`src/rtl/blink_pkg.sv`:
```
// Shared constants and state encoding for the Blink-128 key loader.
package blink_pkg;

    localparam int WORD_W   = 32;
    localparam int K0_W     = 1024;
    localparam int K1_W     = 510;
    localparam int K0_WORDS = 32;
    localparam int K1_WORDS = 16;

    typedef enum logic [1:0] {
        IDLE    = 2'd0,
        LOAD_K0 = 2'd1,
        LOAD_K1 = 2'd2
    } blink_kl_state_t;

endpackage

```
`src/rtl/blink_key_loader.sv`:
```
// Serial 32-bit key loader assembling the Blink-128 K0/K1 buses.
// Optional build macro BLINK_KEY_ZEROIZE_EN: clear and an accepted start also zero K0/K1.
module blink_key_loader #(
    parameter int WORD_W = blink_pkg::WORD_W,
    parameter int K0_W   = blink_pkg::K0_W,
    parameter int K1_W   = blink_pkg::K1_W
) (
    input  logic              clk,
    input  logic              rst_n,
    input  logic              start,
    input  logic              clear,
    input  logic              wr_valid,
    output logic              wr_ready,
    input  logic [WORD_W-1:0] wr_data,
    output logic [K0_W-1:0]   K0,
    output logic [K1_W-1:0]   K1,
    output logic              key_valid,
    output logic              busy,
    output logic [7:0]        key_gen,
    output logic              start_err
);
    import blink_pkg::*;

    // Bits of the final K1 word that survive (the rest of the word is dropped).
    localparam int K1_LAST_W = K1_W - WORD_W * (K1_WORDS - 1);

    blink_kl_state_t state_q, state_d;
    logic [4:0]      word_cnt_q, word_cnt_d;
    logic [K0_W-1:0] k0_q, k0_d;
    logic [K1_W-1:0] k1_q, k1_d;
    logic            key_valid_q, key_valid_d;
    logic [7:0]      key_gen_q, key_gen_d;
    logic            start_err_q, start_err_d;

    logic beat;
    logic k0_we;
    logic k1_we;
    logic zeroize;

    assign wr_ready = (state_q != IDLE);
    assign busy     = wr_ready;
    assign beat     = wr_valid && wr_ready;
    // clear wins over any beat in the same cycle
    assign k0_we    = beat && !clear && (state_q == LOAD_K0);
    assign k1_we    = beat && !clear && (state_q == LOAD_K1);

`ifdef BLINK_KEY_ZEROIZE_EN
    assign zeroize = clear || ((state_q == IDLE) && start);
`else
    assign zeroize = 1'b0;
`endif

    always_comb begin
        state_d     = state_q;
        word_cnt_d  = word_cnt_q;
        key_valid_d = key_valid_q;
        key_gen_d   = key_gen_q;
        start_err_d = 1'b0;

        if (clear) begin
            state_d     = IDLE;
            word_cnt_d  = 5'd0;
            key_valid_d = 1'b0;
        end else begin
            case (state_q)
                IDLE: begin
                    if (start) begin
                        state_d     = LOAD_K0;
                        word_cnt_d  = 5'd0;
                        key_valid_d = 1'b0;
                    end
                end
                LOAD_K0: begin
                    start_err_d = start;
                    if (beat) begin
                        if (word_cnt_q == 5'(K0_WORDS - 1)) begin
                            state_d    = LOAD_K1;
                            word_cnt_d = 5'd0;
                        end else begin
                            word_cnt_d = word_cnt_q + 5'd1;
                        end
                    end
                end
                LOAD_K1: begin
                    start_err_d = start;
                    if (beat) begin
                        if (word_cnt_q == 5'(K1_WORDS - 1)) begin
                            state_d     = IDLE;
                            word_cnt_d  = 5'd0;
                            key_valid_d = 1'b1;
                            key_gen_d   = key_gen_q + 8'd1;
                        end else begin
                            word_cnt_d = word_cnt_q + 5'd1;
                        end
                    end
                end
                default: begin
                    state_d    = IDLE;
                    word_cnt_d = 5'd0;
                end
            endcase
        end
    end

    // Word-select decode: each key word is rewritten in place only on its own beat.
    for (genvar i = 0; i < K0_WORDS; i++) begin : g_k0_word
        assign k0_d[WORD_W*i +: WORD_W] =
            zeroize ? '0 :
            (k0_we && (word_cnt_q == 5'(i))) ? wr_data : k0_q[WORD_W*i +: WORD_W];
    end

    for (genvar i = 0; i < K1_WORDS; i++) begin : g_k1_word
        if (i < K1_WORDS - 1) begin : g_full
            assign k1_d[WORD_W*i +: WORD_W] =
                zeroize ? '0 :
                (k1_we && (word_cnt_q == 5'(i))) ? wr_data : k1_q[WORD_W*i +: WORD_W];
        end else begin : g_last
            assign k1_d[K1_W-1 -: K1_LAST_W] =
                zeroize ? '0 :
                (k1_we && (word_cnt_q == 5'(i))) ? wr_data[K1_LAST_W-1:0]
                                                 : k1_q[K1_W-1 -: K1_LAST_W];
        end
    end

    always_ff @(posedge clk) begin
        if (!rst_n) begin
            state_q     <= IDLE;
            word_cnt_q  <= 5'd0;
            k0_q        <= '0;
            k1_q        <= '0;
            key_valid_q <= 1'b0;
            key_gen_q   <= 8'd0;
            start_err_q <= 1'b0;
        end else begin
            state_q     <= state_d;
            word_cnt_q  <= word_cnt_d;
            k0_q        <= k0_d;
            k1_q        <= k1_d;
            key_valid_q <= key_valid_d;
            key_gen_q   <= key_gen_d;
            start_err_q <= start_err_d;
        end
    end

    assign K0        = k0_q;
    assign K1        = k1_q;
    assign key_valid = key_valid_q;
    assign key_gen   = key_gen_q;
    assign start_err = start_err_q;

endmodule

```
`config.mk`:
```
export PLATFORM = sky130hd
export DESIGN_NAME = blink_key_loader
export DESIGN_NICKNAME = d
export VERILOG_FILES = /design/src/rtl/blink_pkg.sv /design/src/rtl/blink_key_loader.sv
export SDC_FILE = /design/constraint.sdc
export NUM_CORES = 2
export LEC_CHECK = 0
export BUFFER_PORTS_ARGS = -buffer_cell sky130_fd_sc_hd__buf_4
export CORE_AREA = 2 2 617 619
export CTS_BUF_LIST = sky130_fd_sc_hd__clkbuf_16
export CTS_CLUSTER_DIAMETER = 40
export CTS_CLUSTER_SIZE = 30
export DETAILED_ROUTE_END_ITERATION = 8
export DIE_AREA = 0 0 619 621
export PLACE_DENSITY = 0.33
export REMOVE_ABC_BUFFERS = 1
export SLEW_MARGIN = 25
export SYNTH_ARGS = -nofsm -noshare
export SYNTH_HDL_FRONTEND = slang
export SYNTH_SLANG_ARGS = --single-unit
```
`constraint.sdc`:
```
create_clock -name clk -period 4.4 [get_ports clk]
set_input_delay 0.44 -clock clk [delete_from_list [all_inputs] [get_ports clk]]
set_output_delay 0.44 -clock clk [all_outputs]
set_load 0.005 [all_outputs]
```
### Yosys cells after proc, flatten, opt, wreduce, memory -nomap -nowiden

Index checks and enable logic that the tools add are counted.

| operators by class | value |
|---|---|
| $add $sub $neg | 2 |
| equality and inequality tests | 38 |
| mux-type cells | 16 |
| bitwise gates (word level) | 3 |
| reduce and logical (&&, ||, !) cells | 64 |

Operators by type and width:

| cell | count |
|---|---|
| $eq 5x5->1 const B | 16 |
| $logic_and 1x1->1 | 52 |
| $eq 5x4->1 const B | 8 |
| $mux 5 | 5 |
| $eq 5x3->1 const B | 4 |
| $pmux 5 s3 | 1 |
| $eq 5x2->1 const B | 2 |
| $mux 2 | 5 |
| $add 8x1->8 const B | 1 |
| $reduce_and 4->1 | 2 |
| $ne 2x2->1 const B | 3 |
| $pmux 2 s3 | 1 |
| $add 5x1->5 const B | 1 |
| $eq 5x1->1 const B | 1 |
| $logic_not 5->1 | 1 |
| $reduce_and 5->1 | 1 |
| $ne 2x1->1 const B | 2 |
| $reduce_bool 2->1 | 2 |
| $reduce_or 2->1 | 2 |
| $mux 1 | 3 |
| $not 1->1 | 3 |
| $reduce_and 3->1 | 1 |
| $reduce_or 3->1 | 1 |
| $eq 2x1->1 const B | 1 |
| 4 further kinds | 4 |

| word-level totals | value |
|---|---|
| bits in registers | 1551 |
| logic and storage cells | 176 |

### Depth between registers and ports, before layout

| depth | value |
|---|---|
| word-level depth | 5 |
| gate-level depth with buffers | 10 |
| mapped depth without buffers | 8 |

### Worst setup path before layout

OpenSTA, ideal clock, no wires.

| timing path | value |
|---|---|
| path kind | flip-flop to flip-flop |
| start point | reg word_cnt_q[3] |
| end point | reg k0_q[481], in the netlist K0[481] |
| library setup time | 76 ps |
| data arrival time | 1958 ps |
| slack | 2366 ps |
| cell stages (with the launch flop) | 10 |
| buffers on the path | 3 |
| cell sequence | dfxtp_1 buf_2 and3_1 ha_1 and3b_1 buf_2 nor3b_2 buf_2 nand2_1 a21boi_0 |

| on the way | value |
|---|---|
| cells in the longest elaborated chain, start to end | 2 |

Ends and longest elaborated chain:

| item | RTL line | source |
|---|---|---|
| start: declaration | blink_key_loader.sv:28 | `logic [4:0] word_cnt_q, word_cnt_d;` |
| start signal: assignment | blink_key_loader.sv:136 | `word_cnt_q <= word_cnt_d;` |
| $eq 5x4->1 | blink_key_loader.sv:109 | `(k0_we && (word_cnt_q == 5'(i))) ? wr_data : k0_q[WORD_W*i +: WORD_W];` |
| $logic_and 1x1->1 | blink_key_loader.sv:109 |  |
| end signal: assignment | blink_key_loader.sv:137 | `k0_q <= k0_d;` |
| end: declaration | blink_key_loader.sv:29 | `logic [K0_W-1:0] k0_q, k0_d;` |

No other way between the ends.
A chain may end at the register's enable or synchronous reset.

### Final worst setup path

| timing path | value |
|---|---|
| start point | reg state_q[0] |
| end point | reg k1_q[145], in the netlist K1[145] |

| on the way | value |
|---|---|
| cells in the longest elaborated chain, start to end | 5 |
| elaborated cells on any way between the ends | 6 |

Ends and longest elaborated chain:

| item | RTL line | source |
|---|---|---|
| start: declaration | blink_key_loader.sv:27 | `blink_kl_state_t state_q, state_d;` |
| start signal: assignment | blink_key_loader.sv:135 | `state_q <= state_d;` |
| $reduce_bool 2->1 | blink_key_loader.sv:40 | `assign wr_ready = (state_q != IDLE);` |
| $logic_and 1x1->1 | blink_key_loader.sv:42 | `assign beat = wr_valid && wr_ready;` |
| $logic_and 1x1->1 | blink_key_loader.sv:45 | `assign k1_we = beat && !clear && (state_q == LOAD_K1);` |
| $logic_and 1x1->1 * | blink_key_loader.sv:45 |  |
| $logic_and 1x1->1 * | blink_key_loader.sv:116 | `(k1_we && (word_cnt_q == 5'(i))) ? wr_data : k1_q[WORD_W*i +: WORD_W];` |
| end signal: assignment | blink_key_loader.sv:138 | `k1_q <= k1_d;` |
| end: declaration | blink_key_loader.sv:30 | `logic [K1_W-1:0] k1_q, k1_d;` |

Every way passes the cells marked *; elsewhere a longest branch is shown, timed or not.

==> results.sh <==
export IMPL_track_usage_pct=16.2
export IMPL_synth_avg_cell_area_um2=10.2
export IMPL_cts_resized=0
export IMPL_status="finished, final reports clean"
export IMPL_antenna_left=0
export IMPL_final_cell_mix="buf_4 (1683), dfxtp_1 (1551), nand2_1 (1420), mux2i_1 (1216), clkbuf_16 (343)"
export IMPL_register_area_mm2=0.0310
export IMPL_fmax_ghz=0.327
export IMPL_routedWlPerCell_um=26.5
export IMPL_min_period_over_period_pct=69.6
export IMPL_cts_tree="built"
export IMPL_pwr_share_comb_pct=2.9
export IMPL_cap_violations=0
export IMPL_syn_area_mm2=0.0552
export IMPL_syn_to_final_growth_pct=52.5
export IMPL_path_class="reg2reg"
export IMPL_switching_share_pct=24.3
export IMPL_die_h_um=621
export IMPL_routed_wl_um=327000
export IMPL_start_kind="register"
export IMPL_hold_violations=0
export IMPL_grt_pass1_vias=45400
export IMPL_final_net_count=7050
export IMPL_core_rowCount=226
export IMPL_fp_dieW_um=619
export IMPL_die_area_mm2=0.384
export IMPL_setup_violations=0
export IMPL_portBuffers=1582
export IMPL_layout_commonest_cell="buf_4"
export IMPL_routed_via_density=3.72
export IMPL_path_max_fanout=21
export IMPL_start_util_pct=14.6
export IMPL_cts_sinks=1551
export IMPL_ys_ff_latch=1551
export IMPL_placed_area_mm2=0.0726
export IMPL_synth_xor_area_share_pct=0.111
export IMPL_overflow=0
export IMPL_synth_simple_area_share_pct=13.4
export IMPL_drv_slew=0
export IMPL_power_frac_seq_pct=35.3
export IMPL_vias=45800
export IMPL_synth_cell_types=50
export IMPL_setup_tns_final_ns=0
export IMPL_n_fill_cell=41100
export IMPL_synth_compound_area_share_pct=3.53
export IMPL_synth_top_family_by_area="multiplexers"
export IMPL_grt_pass1_wl_um=426000
export IMPL_cts_root_buf="clkbuf_16"
export IMPL_numCtsBuffers=339
export IMPL_hpwlAfterDp_um=225000
export IMPL_fin_crit_ns=3.06
export IMPL_crit_required_ns=5.06
export IMPL_leakage_nw=37.2
export IMPL_io_pins=1583
export IMPL_clockBufferDepth=4
export IMPL_clk_pin_slew_ns=0.05
export IMPL_yosysSeqAreaShare_pct=56.3
export IMPL_hold_path_class="in2reg"
export IMPL_firstDrtPassIters=5
export IMPL_cp_end_kind="register"
export IMPL_post_route_drc_count=0
export IMPL_layout_drive_gt1_share_pct=31.5
export IMPL_grt_max_degree=204
export IMPL_vdd_drop_max_mv=0.275
export IMPL_rsz0062_at_grt="false"
export IMPL_clk_latency_ns=0.88
export IMPL_clkPwrFrac_pct=61.8
export IMPL_max_slew_worst_pin_slew_ns=1.13
export IMPL_power_net_switching_w=0.00972
export IMPL_synthMuxAreaShare_pct=22.1
export IMPL_ys_warn_count=0
export IMPL_p_per_area_mw_per_mm2=475
export IMPL_slew_headroom_pct=24.3
export IMPL_routabilityCongestion=0.755
export IMPL_synthCells=5416
export IMPL_cts_max_level=5
export IMPL_drt_iter0_markers=2276
export IMPL_multi_input_comb_area_mm2=0.0222
export IMPL_final_cell_area_mm2=0.0841
export IMPL_antenna_found_initial=40
export IMPL_coreArea_mm2=0.378
export IMPL_fin_skew_ns=0.0610
export IMPL_internal_power_w=0.0303
export IMPL_synth_fa_ha_area_share_pct=0.272
export IMPL_crit_arrival_ns=3.73
[cell type report]
class                   count  area share, %
inverters                   8         0.0357
multi-input cells        3359           26.4
clock buffers             343           10.2
flip-flops and latches   1551           36.9
well taps                5016           7.46
repair buffers           1742           16.0
clock inverters           270           2.96
diodes                     13         0.0387
[power by group through the flow]
stage	Clock [W]	Sequential (W)	Combinational, W
global route	0.0260	0.0141	0.00123
CTS	0.0253	0.0141	0.00123
detailed placement	0	0.0144	0.00120
floorplan	0	0.0144	0.000185
global placement	0	0.0144	0.00120
finish	0.0247	0.0141	0.00117
[cell families after synthesis]
| kind of cell | count (synthesis) |
|---|---|
| xor+xnor | 7 |
| simple gates | 1787 |
| mux | 1216 |
| fa+ha+maj | 12 |
| flops | 1551 |
| compound gates | 337 |
| buf+inv | 506 |
[synthesized netlist by cell type, drive strengths merged]
library cell     n  area [um2]
nand2b           8        50.1
nor3             2        15.0
nand3b           3        22.5
a21bo            1        10.0
xnor2            5        43.8
inv              8        30.0
clkbuf         330        1240
dfxtp         1551       31000
o21ai          228        1140
nand3          249        1320
nor3b            2        25.0
xor2             2        17.5
nand4            8        68.8
or2              3        18.8
and3b            2        17.5
nor4bb           3        30.0
or3              1        6.26
buf            168        1150
a21boi          96         721
nor4             1        6.26
o22ai            2        12.5
nand2         1458        5470
and2             7        43.8
mux2i         1216       12200
and3             4        25.0
ha              12         150
a2bb2oi          1        8.76
a21o             1        7.51
and4b            1        10.0
o21a             1        7.51
or4              1        7.51
nor2b            5        31.3
a21oi            6        30.0
and4             1        8.76
nor2            25         146
nor4b            1        23.8
or4b             1        10.0
nand4b           1        8.76
o32ai            1        8.76
[stage by stage]
step | cells | worst slack [ns] | hold slack [ns] | util [%] | power [W]
finish | 12300 | 1.34 | 0.235 | 22.3 | 0.0400
global route | 12300 | 1.15 | 0.178 | 22.3 | 0.0413
CTS | 12300 | 1.27 | 0.107 | 22.2 | 0.0406
detailed placement | 11600 | 1.33 | 0.446 | 19.2 | 0.0156
global placement | 11600 | 1.37 | 0.442 | 19.2 | 0.0156
floorplan | 4918 | 0.711 | 0.451 | - | 0.0145
[final timing paths]
path,start,end,slack [ns],cells after the start
worst max-delay path,state_q[0],K1[145],1.34,7
worst min-delay path,clear,word_cnt_q[2],0.23,4
worst max register to register,state_q[0],K1[145],1.34,7
worst min register to register,K0[934],K0[934],0.45,2
[routing by layer]
| metal | wire length (um) | GRT usage, % | up-vias |
|---|---|---|---|
| li1 | - | - | 21300 |
| met1 | 128000 | 18.3 | 22600 |
| met2 | 168000 | 29.7 | 1457 |
| met3 | 20700 | 4.22 | 424 |
| met4 | 9620 | 4.79 | 4 |
| met5 | 22 | 0 | - |
[sequential cells by signal (all words and copies together) (netlist names)]
name / flops
K0: 1024
K1: 510
key_gen: 8
word_cnt_q: 5
state_q: 2
key_valid: 1
start_err: 1
[what timing repair did]
action                                 in CTS  in global routing
hold buffers                               34                  0
setup buffers                               0                  0
endpoints found under the hold margin      97                  0
[critical path, stage by stage (launching register included)]
cell and delay [ns]:
dfxtp_1 0.35, inv_1 0.08, ha_1 0.31, nor3b_4 0.48
buf_4 0.34, nand3_2 0.56, buf_4 0.53, mux2i_1 0.17
(Power assumes the default switching activity.)
